## src/rtl/tape_command_driver.sv

```systemverilog
// Initiator for the 4-bit-symbol tape: one opcode at a time, strobe, wait for tape_available.
// Optional macro TAPE_DRV_SAT_EN: add at 4'hF / sub at 4'h0 leave the cell unchanged instead of wrapping.
module tape_command_driver #(
  parameter int ADDR_MAX = 127,
  parameter int TIMEOUT  = 255
) (
  input  logic       working_clock,
  input  logic       reset_n,
  input  logic [3:0] cmd_op,
  input  logic       cmd_valid,
  output logic       cmd_ready,
  input  logic [3:0] in_data,
  output logic [3:0] out_data,
  output logic       out_valid,
  output logic       cell_zero,
  output logic       bound_err,
  output logic       timeout_err,
  output logic [3:0] tape_new_symbol,
  output logic       tape_set_symbol,
  output logic       tape_move,
  output logic       tape_move_dir,
  output logic       roll_back,
  output logic       tape_delete,
  input  logic [3:0] tape_symbol,
  input  logic       tape_available,
  input  logic [6:0] tape_address
);

  localparam int         CNT_W    = $clog2(TIMEOUT + 2);
  localparam logic [6:0] ADDR_TOP = 7'(ADDR_MAX);

  localparam logic [2:0] S_BOOT   = 3'd0;
  localparam logic [2:0] S_IDLE   = 3'd1;
  localparam logic [2:0] S_ISSUE  = 3'd2;
  localparam logic [2:0] S_SETTLE = 3'd3;
  localparam logic [2:0] S_WAIT   = 3'd4;
  localparam logic [2:0] S_DONE   = 3'd5;

  localparam logic [3:0] OP_HAT = 4'h0;
  localparam logic [3:0] OP_ADD = 4'h1;
  localparam logic [3:0] OP_SUB = 4'h2;
  localparam logic [3:0] OP_MOL = 4'h3;
  localparam logic [3:0] OP_MOR = 4'h4;
  localparam logic [3:0] OP_INP = 4'h5;
  localparam logic [3:0] OP_OUP = 4'h6;
  localparam logic [3:0] OP_LOL = 4'h7;
  localparam logic [3:0] OP_LOR = 4'h8;
  localparam logic [3:0] OP_CEO = 4'h9;
  localparam logic [3:0] OP_ZER = 4'hA;
  localparam logic [3:0] OP_PAS = 4'hB;

  logic [2:0]       r_state;
  logic [CNT_W-1:0] r_cnt;
  logic [3:0]       r_new_symbol;
  logic [3:0]       r_out_data;
  logic             r_set, r_move, r_dir, r_roll, r_del;
  logic             r_out_valid, r_bound, r_timeout, r_cell_zero;

  logic       w_set, w_move, w_dir, w_roll, w_del, w_bound, w_oup, w_issue;
  logic [3:0] w_new;

  // NOTE: every always_comb output gets a default first so no path can infer a latch.
  always_comb begin
    w_set   = 1'b0;
    w_move  = 1'b0;
    w_dir   = 1'b0;
    w_roll  = 1'b0;
    w_del   = 1'b0;
    w_bound = 1'b0;
    w_oup   = 1'b0;
    w_new   = tape_symbol;
    case (cmd_op)
      OP_ADD: begin
        w_new = tape_symbol + 4'd1;
`ifdef TAPE_DRV_SAT_EN
        w_set = (tape_symbol != 4'hF);
`else
        w_set = 1'b1;
`endif
      end
      OP_SUB: begin
        w_new = tape_symbol - 4'd1;
`ifdef TAPE_DRV_SAT_EN
        w_set = (tape_symbol != 4'h0);
`else
        w_set = 1'b1;
`endif
      end
      OP_ZER: begin
        w_set = 1'b1;
        w_new = 4'h0;
      end
      OP_INP: begin
        w_set = 1'b1;
        w_new = in_data;
      end
      OP_MOL: begin
        w_bound = (tape_address == 7'd0);
        w_move  = !w_bound;
      end
      OP_MOR: begin
        w_bound = (tape_address == ADDR_TOP);
        w_move  = !w_bound;
        w_dir   = 1'b1;
      end
      OP_CEO: w_roll = (tape_address != 7'd0);
      OP_HAT: w_del  = 1'b1;
      OP_OUP: w_oup  = 1'b1;
      OP_LOL, OP_LOR, OP_PAS: ;
      default: ;
    endcase
  end

  assign w_issue = w_set | w_move | w_roll | w_del;

  // NOTE: state registers use non-blocking assignments so every flop samples pre-edge values.
  always_ff @(posedge working_clock or negedge reset_n) begin
    if (!reset_n) begin
      r_state      <= S_BOOT;
      r_cnt        <= '0;
      r_new_symbol <= 4'h0;
      r_out_data   <= 4'h0;
      r_set        <= 1'b0;
      r_move       <= 1'b0;
      r_dir        <= 1'b0;
      r_roll       <= 1'b0;
      r_del        <= 1'b0;
      r_out_valid  <= 1'b0;
      r_bound      <= 1'b0;
      r_timeout    <= 1'b0;
      r_cell_zero  <= 1'b0;
    end else begin
      r_set       <= 1'b0;
      r_move      <= 1'b0;
      r_roll      <= 1'b0;
      r_del       <= 1'b0;
      r_out_valid <= 1'b0;
      r_bound     <= 1'b0;
      case (r_state)
        S_BOOT: if (tape_available) r_state <= S_IDLE;
        S_IDLE: if (cmd_valid) begin
          // Strobes and payload are registered at acceptance so they appear for exactly the ISSUE cycle.
          r_set        <= w_set;
          r_move       <= w_move;
          r_roll       <= w_roll;
          r_del        <= w_del;
          r_dir        <= w_dir;
          r_new_symbol <= w_new;
          r_bound      <= w_bound;
          if (w_oup) begin
            r_out_data  <= tape_symbol;
            r_out_valid <= 1'b1;
          end
          r_state <= w_issue ? S_ISSUE : S_DONE;
        end
        S_ISSUE:  r_state <= S_SETTLE;
        S_SETTLE: begin
          r_cnt   <= '0;
          r_state <= S_WAIT;
        end
        S_WAIT: begin
          if (tape_available) begin
            r_state <= S_DONE;
          end else if (r_cnt >= CNT_W'(TIMEOUT)) begin
            r_timeout <= 1'b1;
            r_state   <= S_IDLE;
          end else begin
            r_cnt <= r_cnt + CNT_W'(1);
          end
        end
        S_DONE: begin
          r_cell_zero <= (tape_symbol == 4'h0);
          r_state     <= S_IDLE;
        end
        default: r_state <= S_BOOT;
      endcase
    end
  end

  assign cmd_ready       = (r_state == S_IDLE);
  assign out_data        = r_out_data;
  assign out_valid       = r_out_valid;
  assign cell_zero       = r_cell_zero;
  assign bound_err       = r_bound;
  assign timeout_err     = r_timeout;
  assign tape_new_symbol = r_new_symbol;
  assign tape_set_symbol = r_set;
  assign tape_move       = r_move;
  assign tape_move_dir   = r_dir;
  assign roll_back       = r_roll;
  assign tape_delete     = r_del;

endmodule
```

## config.mk

```make
export PLATFORM = sky130hd
export DESIGN_NAME = tape_command_driver
export DESIGN_NICKNAME = d
export VERILOG_FILES = /design/src/rtl/tape_command_driver.sv
export SDC_FILE = /design/constraint.sdc
export NUM_CORES = 1
export LEC_CHECK = 0
export CAP_MARGIN = 20
export CORE_MARGIN = 1
export CORE_UTILIZATION = 53
export CTS_CLUSTER_DIAMETER = 200
export CTS_CLUSTER_SIZE = 40
export DETAILED_ROUTE_END_ITERATION = 8
export PLACE_DENSITY_LB_ADDON = 0.05
export SETUP_SLACK_MARGIN = 0.02
export SLEW_MARGIN = 20
export SYNTH_ARGS = -nofsm -noshare
export SYNTH_HDL_FRONTEND = slang
export SYNTH_SLANG_ARGS = --single-unit
```

## constraint.sdc

```tcl
create_clock -name working_clock -period 5 [get_ports working_clock]
set_input_delay 1.5 -clock working_clock [delete_from_list [all_inputs] [get_ports working_clock]]
set_output_delay 1.5 -clock working_clock [all_outputs]
set_load 0.02 [all_outputs]
```

==> results.cfg <==
[clock_tree]
cts_sinks = 29
clock_latency_ns = 0.33
post_cts_buffers = 0
path_clk_slew_ns = 0.09
cts_hold_buf = 0
clockBufferDepth = 2
cts_tree = done
clockRootBuffer = clkbuf_4
numCtsBuffers = 5
cts_max_level = 2
cts_resized = 0

[outcome]
outcome = finished clean

[critical_path]
cp.arrival_ns = 3.88
cp-start-kind = primary input
end_kind = flop
crit_path_top_delay_cell = clkdlybuf4s50_1
r2r_cells = 8
timing.rr.start = r_cnt[0]
crit_type = primary input to flop
crit_required_ns = 5.22
path_cells = clkdlybuf4s50_1, nor2b_1, nand2_1, inv_1, ha_1, a21o_1, a21oi_1, xnor2_1, mux2i_1, o31a_1
ff2ff_setup_slack_ns = 2.95
critPathMaxFanout = 13
r2r_end = r_cnt[4]
critPathMaxStageDelay_ns = 0.72

[placed_design]
gp_congestion = 0.788
dp_cells = 239
hpwl_um = 2680
portBuffers = 40

[floorplanning]
design.portCount = 41
die_w_um = 57.9
rows = 19
die_area_mm2 = 0.00335
core_area_mm2 = 0.00285
die_y_um = 57.9
start_util = 0.580

[timing]
setup_viol = 0
fmax_mhz = 273
maxSlewHeadroom = 0.435
fin_tns_setup_ns = 0
hold_viol = 0
rsz0062_at_grt = false
slew_viol_final = 0
worstMarginPinSlew_ns = 0.846
fin_crit_sh = 0.732
post-route-min-period_ns = 3.66
finClkSkew_ns = 0.00427

[grt]
grt_pass1_wl_um = 6040
grt_usage = 0.240
grt_antenna_before_repair = 0
grt_pass1_vias = 1353
grt_max_degree = 30
grt_overflow = 0

[synth]
synth_nets = 201
ys_seq_area_frac = 0.438
ys_ff_latch = 29
synth_cell_types = 45
yosysWarnings = 0
syn-instance-count = 173
syn_avg_cell_area_um2 = 9.57
synth_area_mm2 = 0.00166

[drt]
ant_nets = 0
via_per_inst = 5.85
wl_per_cell_um = 14.3
first_pass_iters = 4
drc = 0
wl_um = 3540
first_iter_violations = 54
vias = 1444

[finish]
diodes = 0
syn2layout_area_growth_pct = 29.3
instances_no_fill = 247
drive_above_1_share = 0.0880
finish.net_count = 243

[power_and_ir_drop]
p_leak_nw = 0.931
pwr_density_cell_mw_per_mm2 = 393
peakVddDrop_mv = 0.232

[hold_path]
min_path_type = flop to flop
hold_start = timeout_err
hold_end = timeout_err
holdPathStages = 1

[run]
max_cap_violations = 0
power by group:
| group | internal [mW] | switching, mW | total, mW |
|---|---|---|---|
| combinational | 0.172 | 0.166 | 0.338 |
| clock | 0.0814 | 0.0823 | 0.164 |
| sequential | 0.289 | 0.0506 | 0.339 |
| total | 0.542 | 0.299 | 0.841 |
Yosys cell counts, drive strengths merged:
cell type	instances	area (um2)
a21o	2	15.0
a21oi	9	45.0
a31o	1	8.76
a31oi	1	6.26
a41oi	1	8.76
buf	2	16.3
clkbuf	4	15.0
dfrtp	29	726
fa	1	20.0
ha	4	50.1
inv	8	30.0
mux2	4	60.1
mux2i	1	10.0
nand2	17	66.3
nand2b	5	31.3
nand3	4	20.0
nand3b	1	7.51
nand4	5	31.3
nor2	16	60.1
nor2b	6	37.5
nor3	5	25.0
nor3b	5	48.8
nor4	3	33.8
nor4b	1	15.0
o211a	1	10.0
o211ai	2	15.0
o21a	1	7.51
o21ai	12	60.1
o21bai	2	15.0
o221ai	1	8.76
o22ai	2	12.5
o311ai	1	8.76
o31a	1	8.76
o31ai	2	15.0
o32a	1	10.0
or2	1	6.26
or3	3	18.8
or4	2	18.8
xnor2	4	35.0
xor2	2	17.5
worst max-delay path by stage:
stage | to | slack, ns | startpoint | depth (start not counted)
finish | tape_new_symbol[3] | 1.34 | cmd_op[1] | 10
global route | tape_new_symbol[3] | 1.24 | cmd_op[1] | 10
CTS | tape_new_symbol[3] | 1.38 | cmd_op[1] | 10
detailed placement | tape_new_symbol[3] | 1.03 | cmd_op[1] | 10
global placement | tape_new_symbol[3] | 1.19 | cmd_op[1] | 10
floorplan | tape_new_symbol[3] | 1.71 | cmd_op[1] | 10
placed cells by master, fill, tap and decap left out, types with 2 or more instances in the layout:
master	synthesis	routed
nor4_1	2	2
a21o_1	2	2
xor2_1	2	2
nand2_1	16	16
mux2_4	4	4
ha_1	4	4
o21ai_0	12	12
nor3_1	5	5
xnor2_1	4	4
o211ai_1	2	2
inv_1	8	8
nor2b_1	6	6
nor2_1	16	16
o22ai_1	2	2
nand3_1	4	4
o21bai_1	2	2
o31ai_1	2	2
a21oi_1	9	9
nand2b_1	5	5
clkbuf_8	0	2
or3_1	3	3
nor3b_1	4	4
clkdlybuf4s50_1	0	40
nand4_1	5	5
clkbuf_4	0	5
dfrtp_1	29	29
registers in the layout, indices dropped and copies added (netlist names):
name / flops
out_valid: 1
cell_zero: 1
tape_set_symbol: 1
r_state: 3
r_cnt: 9
roll_back: 1
tape_move: 1
timeout_err: 1
out_data: 4
tape_delete: 1
tape_new_symbol: 4
tape_move_dir: 1
bound_err: 1
routing by layer:
metal | global-route usage | wire [um]
met5 | 0 | 0
met4 | 0.0816 | 57
met3 | 0.0469 | 155
met2 | 0.437 | 1870
met1 | 0.280 | 1460
kinds of logic after synthesis:
kind of cell,Yosys count,synth area share
compound gates,40,0.154
xor+xnor,6,0.0317
fa+ha+maj,5,0.0423
buf+inv,14,0.0370
flops,29,0.438
mux,5,0.0423
simple gates,74,0.254
cell type report:
type / instances / area [um2]
Clock buffer: 7 / 65.1
Tap cell: 31 / 38.8
Clock inverter: 1 / 5.00
Fill cell: 223 / 712
Timing Repair Buffer: 41 / 408
Inverter: 8 / 30.0
Sequential cell: 29 / 726
Multi-Input combinational cell: 130 / 868
critical path: cells and delay by family:
kind	cells	cell delay [ns]
buffers and inverters	2	0.84
XOR/XNOR	1	0.17
multiplexers	1	0.10
AO/OA/AOI/OAI	3	0.61
adder cells (fa/ha/maj)	1	0.24
AND/OR/NAND/NOR	2	0.42
through the flow:
| stage | hold slack, ns | power [mW] | setup slack, ns | area [um2] | utilization |
|---|---|---|---|---|---|
| floorplan | 0.466 | 0.535 | 1.71 | 1660 | - |
| global placement | 0.441 | 0.672 | 1.19 | 2070 | 0.726 |
| detailed placement | 0.443 | 0.682 | 1.03 | 2070 | 0.726 |
| CTS | 0.464 | 0.846 | 1.38 | 2140 | 0.750 |
| global route | 0.475 | 0.887 | 1.24 | 2140 | 0.750 |
| finish | 0.457 | 0.841 | 1.34 | 2140 | 0.750 |
No activity file was read; power rests on OpenSTA's default activity.
